==> config.mk <==
export PLATFORM = sky130hd
export DESIGN_NAME = fetch_unit
export DESIGN_NICKNAME = d
export VERILOG_FILES = /design/src/rtl/fetch_unit.sv
export SDC_FILE = /design/constraint.sdc
export NUM_CORES = 1
export LEC_CHECK = 0
export CAP_MARGIN = 20
export CORE_MARGIN = 4
export CORE_UTILIZATION = 58
export CTS_CLUSTER_DIAMETER = 80
export DETAILED_ROUTE_END_ITERATION = 12
export GPL_TIMING_DRIVEN = 0
export PLACE_DENSITY = 0.86
export SLEW_MARGIN = 20
export SYNTH_ARGS = -nofsm -noshare
export SYNTH_HDL_FRONTEND = slang
export SYNTH_SLANG_ARGS = --single-unit
==> constraint.sdc <==
create_clock -name clk -period 2.8 [get_ports clk]
set_clock_uncertainty 0.05 [all_clocks]
set_input_delay 0.56 -clock clk [delete_from_list [all_inputs] [get_ports clk]]
set_output_delay 0.56 -clock clk [all_outputs]
set_load 0.05 [all_outputs]
==> src/rtl/fetch_unit.sv <==
// Instruction fetch stage: owns the PC, issues in-order word fetches under a credit limit,
// and buffers returned words with their PCs for the decoder; redirects flush and drop in-flight data.
module fetch_unit #(
    parameter logic [31:0] RESET_PC   = 32'h0000_0000,
    parameter int          FIFO_DEPTH = 4
) (
    input  logic        clk,
    input  logic        rst_n,
    output logic        imem_req_valid,
    input  logic        imem_req_ready,
    output logic [31:0] imem_req_addr,
    input  logic        imem_rsp_valid,
    input  logic [31:0] imem_rsp_data,
    input  logic        redirect_valid,
    input  logic [31:0] redirect_pc,
    output logic        inst_valid,
    input  logic        inst_ready,
    output logic [31:0] inst,
    output logic [31:0] inst_pc
);

    localparam int AW = $clog2(FIFO_DEPTH);
    localparam int CW = AW + 1;
    localparam int SW = CW + 1;

    logic          active;
    logic [31:0]   fetch_pc;
    logic [CW-1:0] outstanding;
    logic [CW-1:0] out_next;
    logic [CW-1:0] drop_cnt;
    logic [CW-1:0] occupancy;
    logic [SW-1:0] credit_used;
    logic [AW-1:0] pc_wr;
    logic [AW-1:0] pc_rd;
    logic [AW-1:0] wr_ptr;
    logic [AW-1:0] rd_ptr;
    logic [31:0]   pc_mem   [FIFO_DEPTH];
    logic [31:0]   inst_mem [FIFO_DEPTH];
    logic [31:0]   ipc_mem  [FIFO_DEPTH];
    logic [31:0]   redirect_aligned;
    logic          accept;
    logic          rsp_take;
    logic          push;
    logic          pop;

    // Every in-flight request reserves a buffer slot, so a returning word always fits.
    assign credit_used      = {1'b0, outstanding} + {1'b0, occupancy};
    assign imem_req_valid   = active && !redirect_valid && (credit_used < SW'(FIFO_DEPTH));
    assign imem_req_addr    = fetch_pc;
    assign redirect_aligned = redirect_pc & ~32'h3;

    assign accept     = imem_req_valid && imem_req_ready;
    assign rsp_take   = imem_rsp_valid && (outstanding != '0);
    assign push       = rsp_take && (drop_cnt == '0) && !redirect_valid;
    assign inst_valid = (occupancy != '0);
    assign pop        = inst_valid && inst_ready;
    assign inst       = inst_mem[rd_ptr];
    assign inst_pc    = ipc_mem[rd_ptr];

    always_comb begin
        out_next = outstanding;
        if (accept && !rsp_take) begin
            out_next = outstanding + 1'b1;
        end else if (!accept && rsp_take) begin
            out_next = outstanding - 1'b1;
        end
    end

    always_ff @(posedge clk or negedge rst_n) begin
        if (!rst_n) begin
            active      <= 1'b0;
            fetch_pc    <= RESET_PC;
            outstanding <= '0;
            drop_cnt    <= '0;
            occupancy   <= '0;
            pc_wr       <= '0;
            pc_rd       <= '0;
            wr_ptr      <= '0;
            rd_ptr      <= '0;
        end else begin
            active      <= 1'b1;
            outstanding <= out_next;
            if (accept) begin
                fetch_pc <= fetch_pc + 32'd4;
                pc_wr    <= pc_wr + 1'b1;
            end
            if (rsp_take) begin
                pc_rd <= pc_rd + 1'b1;
            end
            // The PC FIFO is kept across a redirect: in-flight responses still pop it.
            if (redirect_valid) begin
                fetch_pc  <= redirect_aligned;
                drop_cnt  <= out_next;
                occupancy <= '0;
                wr_ptr    <= '0;
                rd_ptr    <= '0;
            end else begin
                if (rsp_take && (drop_cnt != '0)) begin
                    drop_cnt <= drop_cnt - 1'b1;
                end
                if (push) begin
                    wr_ptr <= wr_ptr + 1'b1;
                end
                if (pop) begin
                    rd_ptr <= rd_ptr + 1'b1;
                end
                if (push && !pop) begin
                    occupancy <= occupancy + 1'b1;
                end else if (!push && pop) begin
                    occupancy <= occupancy - 1'b1;
                end
            end
        end
    end

    always_ff @(posedge clk or negedge rst_n) begin
        if (!rst_n) begin
            for (int i = 0; i < FIFO_DEPTH; i++) begin
                pc_mem[i]   <= '0;
                inst_mem[i] <= '0;
                ipc_mem[i]  <= '0;
            end
        end else begin
            if (accept) begin
                pc_mem[pc_wr] <= fetch_pc;
            end
            if (push) begin
                inst_mem[wr_ptr] <= imem_rsp_data;
                ipc_mem[wr_ptr]  <= pc_mem[pc_rd];
            end
        end
    end

endmodule

==> summary.md <==
| Metric | Value |
|---|---|
| Slew @ Worst Pin | 0.774 ns |
| GPL Wtd Cong | 0.882 |
| # DRC | 0 |
| Worst-path clk slew | 0.06 ns |
| Initial antenna violation count | 1 |
| # nets final | 1558 |
| Port Buffer Count | 161 |
| Via count | 11788 |
| Placement Setup Slack | -0.940 ns |
| Vias in the first global route | 12743 |
| Min Tclk post-route | 2.73 ns |
| Ys flop type | dfrtp_1 |
| 1st-pass router iterations | 5 |
| Horiz. Die Dim | 188 µm |
| Commonest cells post-synth | 416 x dfrtp_1, 352 x mux2_2, 92 x mux4_2 |
| Max-Cap Viols | 0 |
| Reg2Reg Launch Point | outstanding[0] |
| Clk sink count | 416 |
| Global-route wire length before repair | 70500 µm |
| FF-to-FF End | ipc_mem[53] |
| Syn Area/Cell | 15.0 µm² |
| Syn Inst Count | 1253 |
| Seq cells post-synth | 416 |
| Hold Path Origin | pc_mem[78] |
| WL final | 43700 µm |
| Async SR Flop Fraction | 100% |
| Critical setup path kind | reg -> out |
| Slowest stage delay, CP | 0.56 ns |
| Unrepaired setup endpoints after global routing | no |
| Wire per inst | 23.0 µm |
| Cell Area, Synth | 18700 µm² |
| Top cell type's share of synthesized area | 55.5% |
| Final hold violation count | 0 |
| Layout cells sized above 1 | 44.7% |
| H-tree lvl count | 2 |
| Initial Utilization | 59.1% |
| CTS root buffer | clkbuf_16 |
| Largest net degree at the start of global routing | 99 |
| Grt ovf | 0 |
| Max VDD drop | 0.579 mV |
| Run status | finished clean |
| Leakage | 10.7 nW |
| DRT antenna net count | 0 |
| Aggregate global-route resource usage | 25.1% |
| Fmax | 366 MHz |
| Clock buffer depth | 3 |
| WHS | 0.435 ns |
| Core Box Area | 31700 µm² |
| CP max FO | 10 |
| Hold WC Path Type | reg -> reg |
| Leading area contributor after synthesis | dfrtp_1 |
| Clk_lat worst skew | 0.55 ns |
| Slowest cell on crit path | mux4_2 |
| R2r setup slk | 0.14 ns |
| Synth cell types | 56 |
| Avg Vias per Cell | 6.19 |
| Cells on worst reg2reg path | 9 |
| Worst Setup End Kind | primary output |
| Top cells by area, synth | dfrtp_1 56%, mux2_2 21%, mux4_2 11% |
| Max_slew headroom | 48.4% |
| Final Max Slew Viols | 0 |
| Row count | 65 |
| Crit path setup slack, layout | 0.0676 ns |
| # setup viols final | 0 |
| Final HPWL DP | 29300 µm |
| Synthesis-to-finish area growth | 19.1% |
| Die height | 188 µm |
| CP required | 2.19 ns |
| Top-Level Pins | 168 |
| CP Cell Sequence | buf_6 -> buf_12 -> mux4_2 -> buf_2 |
| CTS tree | yes |
| Final core utilization | 70.4% |
| Count leader, synth | dfrtp_1 |
| Final Cycle Share | 97.6% |
| Diodes inserted | 0 |
| Worst Hold Path Cells | 2 |
| Post-synth EDFFs | 0 |
| Power per Cell Area | 960 nW/µm² |
| Ys Warns | 0 |
| Crit path arrival time | 2.12 ns |
| Endpoint, Worst Hold | pc_mem[78] |
| Initial DRC Count | 702 |
| TritonCTS buffer count | 43 |
| Die ar. | 35300 µm² |
| CP startpoint kind | flop |
| Share of the yosys chip area belonging to registers | 55.5% |
[report_power, final]
| group | internal, mW | total [mW] | leakage [nW] | switching [mW] |
|---|---|---|---|---|
| Combinational | 3.10 | 7.51 | 4.37 | 4.42 |
| Clock | 3.52 | 5.85 | 0.737 | 2.33 |
| Sequential | 7.26 | 8.06 | 5.60 | 0.800 |
| Total | 13.9 | 21.4 | 10.7 | 7.55 |
[flip-flops by register name, indices dropped and copies added, names as in the netlist]
signal         count
rd_ptr             2
pc_wr              2
occupancy          3
active             1
inst_mem         128
imem_req_addr     30
drop_cnt           3
pc_rd              2
outstanding        3
wr_ptr             2
pc_mem           120
ipc_mem          120
[area by class of cell]
type                    instances  area (µm²)
well taps                     402         503
repair buffers                173        1530
flip-flops and latches        416       10400
plain buffers                  83         479
clock inverters                14         160
inverters                      18        70.1
fillers                      2052        9400
clock buffers                  62        1310
multi-input cells             736        7860
[through the flow]
stage / TNS [ns] / cells / power [mW] / area, µm²
finish: 0 / 1904 / 21.4 / 22300
global route: 0 / 1904 / 22.4 / 22300
CTS: -0.112 / 1905 / 21.5 / 22300
detailed placement: -44.65 / 1823 / 15.9 / 21000
global placement: -6822.06 / 1819 / 15.6 / 20900
floorplan: 0 / 1256 / 13.4 / 18800
[per-layer routing]
layer / global-route usage, % / vias to the layer above / share of wire, %
met2: 40.3 / 475 / 48
met3: 4.65 / 82 / 6.5
met4: 6.72 / 2 / 2.4
met5: 0 / - / 0.041
li1: - / 5063 / -
met1: 35.9 / 6166 / 43
[placed cells by master (no fill, tap or decap), types with 4 or more instances in the layout]
master / count
a211oi_1: 5
a21oi_1: 6
a31oi_1: 6
and2_1: 5
and3_1: 5
buf_16: 4
buf_2: 95
buf_4: 15
buf_6: 7
clkbuf_1: 21
clkbuf_16: 44
clkbuf_2: 8
clkbuf_8: 14
clkdlybuf4s50_1: 95
clkinv_2: 9
conb_1: 5
dfrtp_1: 414
ha_1: 16
inv_1: 17
mux2_2: 352
mux2i_1: 5
mux4_2: 92
nand2_1: 67
nand2_2: 9
nand3_1: 17
nand4_1: 10
nor2_1: 26
nor3_1: 7
o211ai_1: 7
o21ai_0: 38
o311ai_0: 9
xnor2_1: 11
xor2_1: 8
[critical path, delay by kind of cell, from the launching register on]
kind     cells  cell delay [ns]
mux          1             0.56
flops        1             0.44
buf+inv      3             0.59
[cells by family after synthesis]
| family | count (synthesis) | share of synthesized area (%) |
|---|---|---|
| other cells | 2 | 0.0401 |
| buf+inv | 104 | 2.70 |
| compound gates | 84 | 2.84 |
| xor+xnor | 19 | 0.888 |
| flops | 416 | 55.5 |
| simple gates | 161 | 4.31 |
| fa+ha+maj | 18 | 1.23 |
| mux | 449 | 32.5 |
[how the worst max path moves through the flow]
stage	from	to	slack (ns)	cells after the start
finish	rd_ptr[0]	inst_pc[13]	0.07	4
global route	rd_ptr[0]	inst_pc[12]	0.001	4
CTS	rd_ptr[0]	inst_pc[13]	-0.11	4
detailed placement	redirect_valid	imem_req_valid	-0.94	5
global placement	rst_n	ipc_mem[17]	-16.34	1
floorplan	outstanding[0]	occupancy[2]	0.43	11
[what timing repair did]
action,CTS,global route
endpoints found under the setup margin,63,8
hold buffers,1,0
setup buffers,7,0
endpoints found under the hold margin,60,0
resized for setup,326,12
No activity file was read; power rests on OpenSTA's default activity.
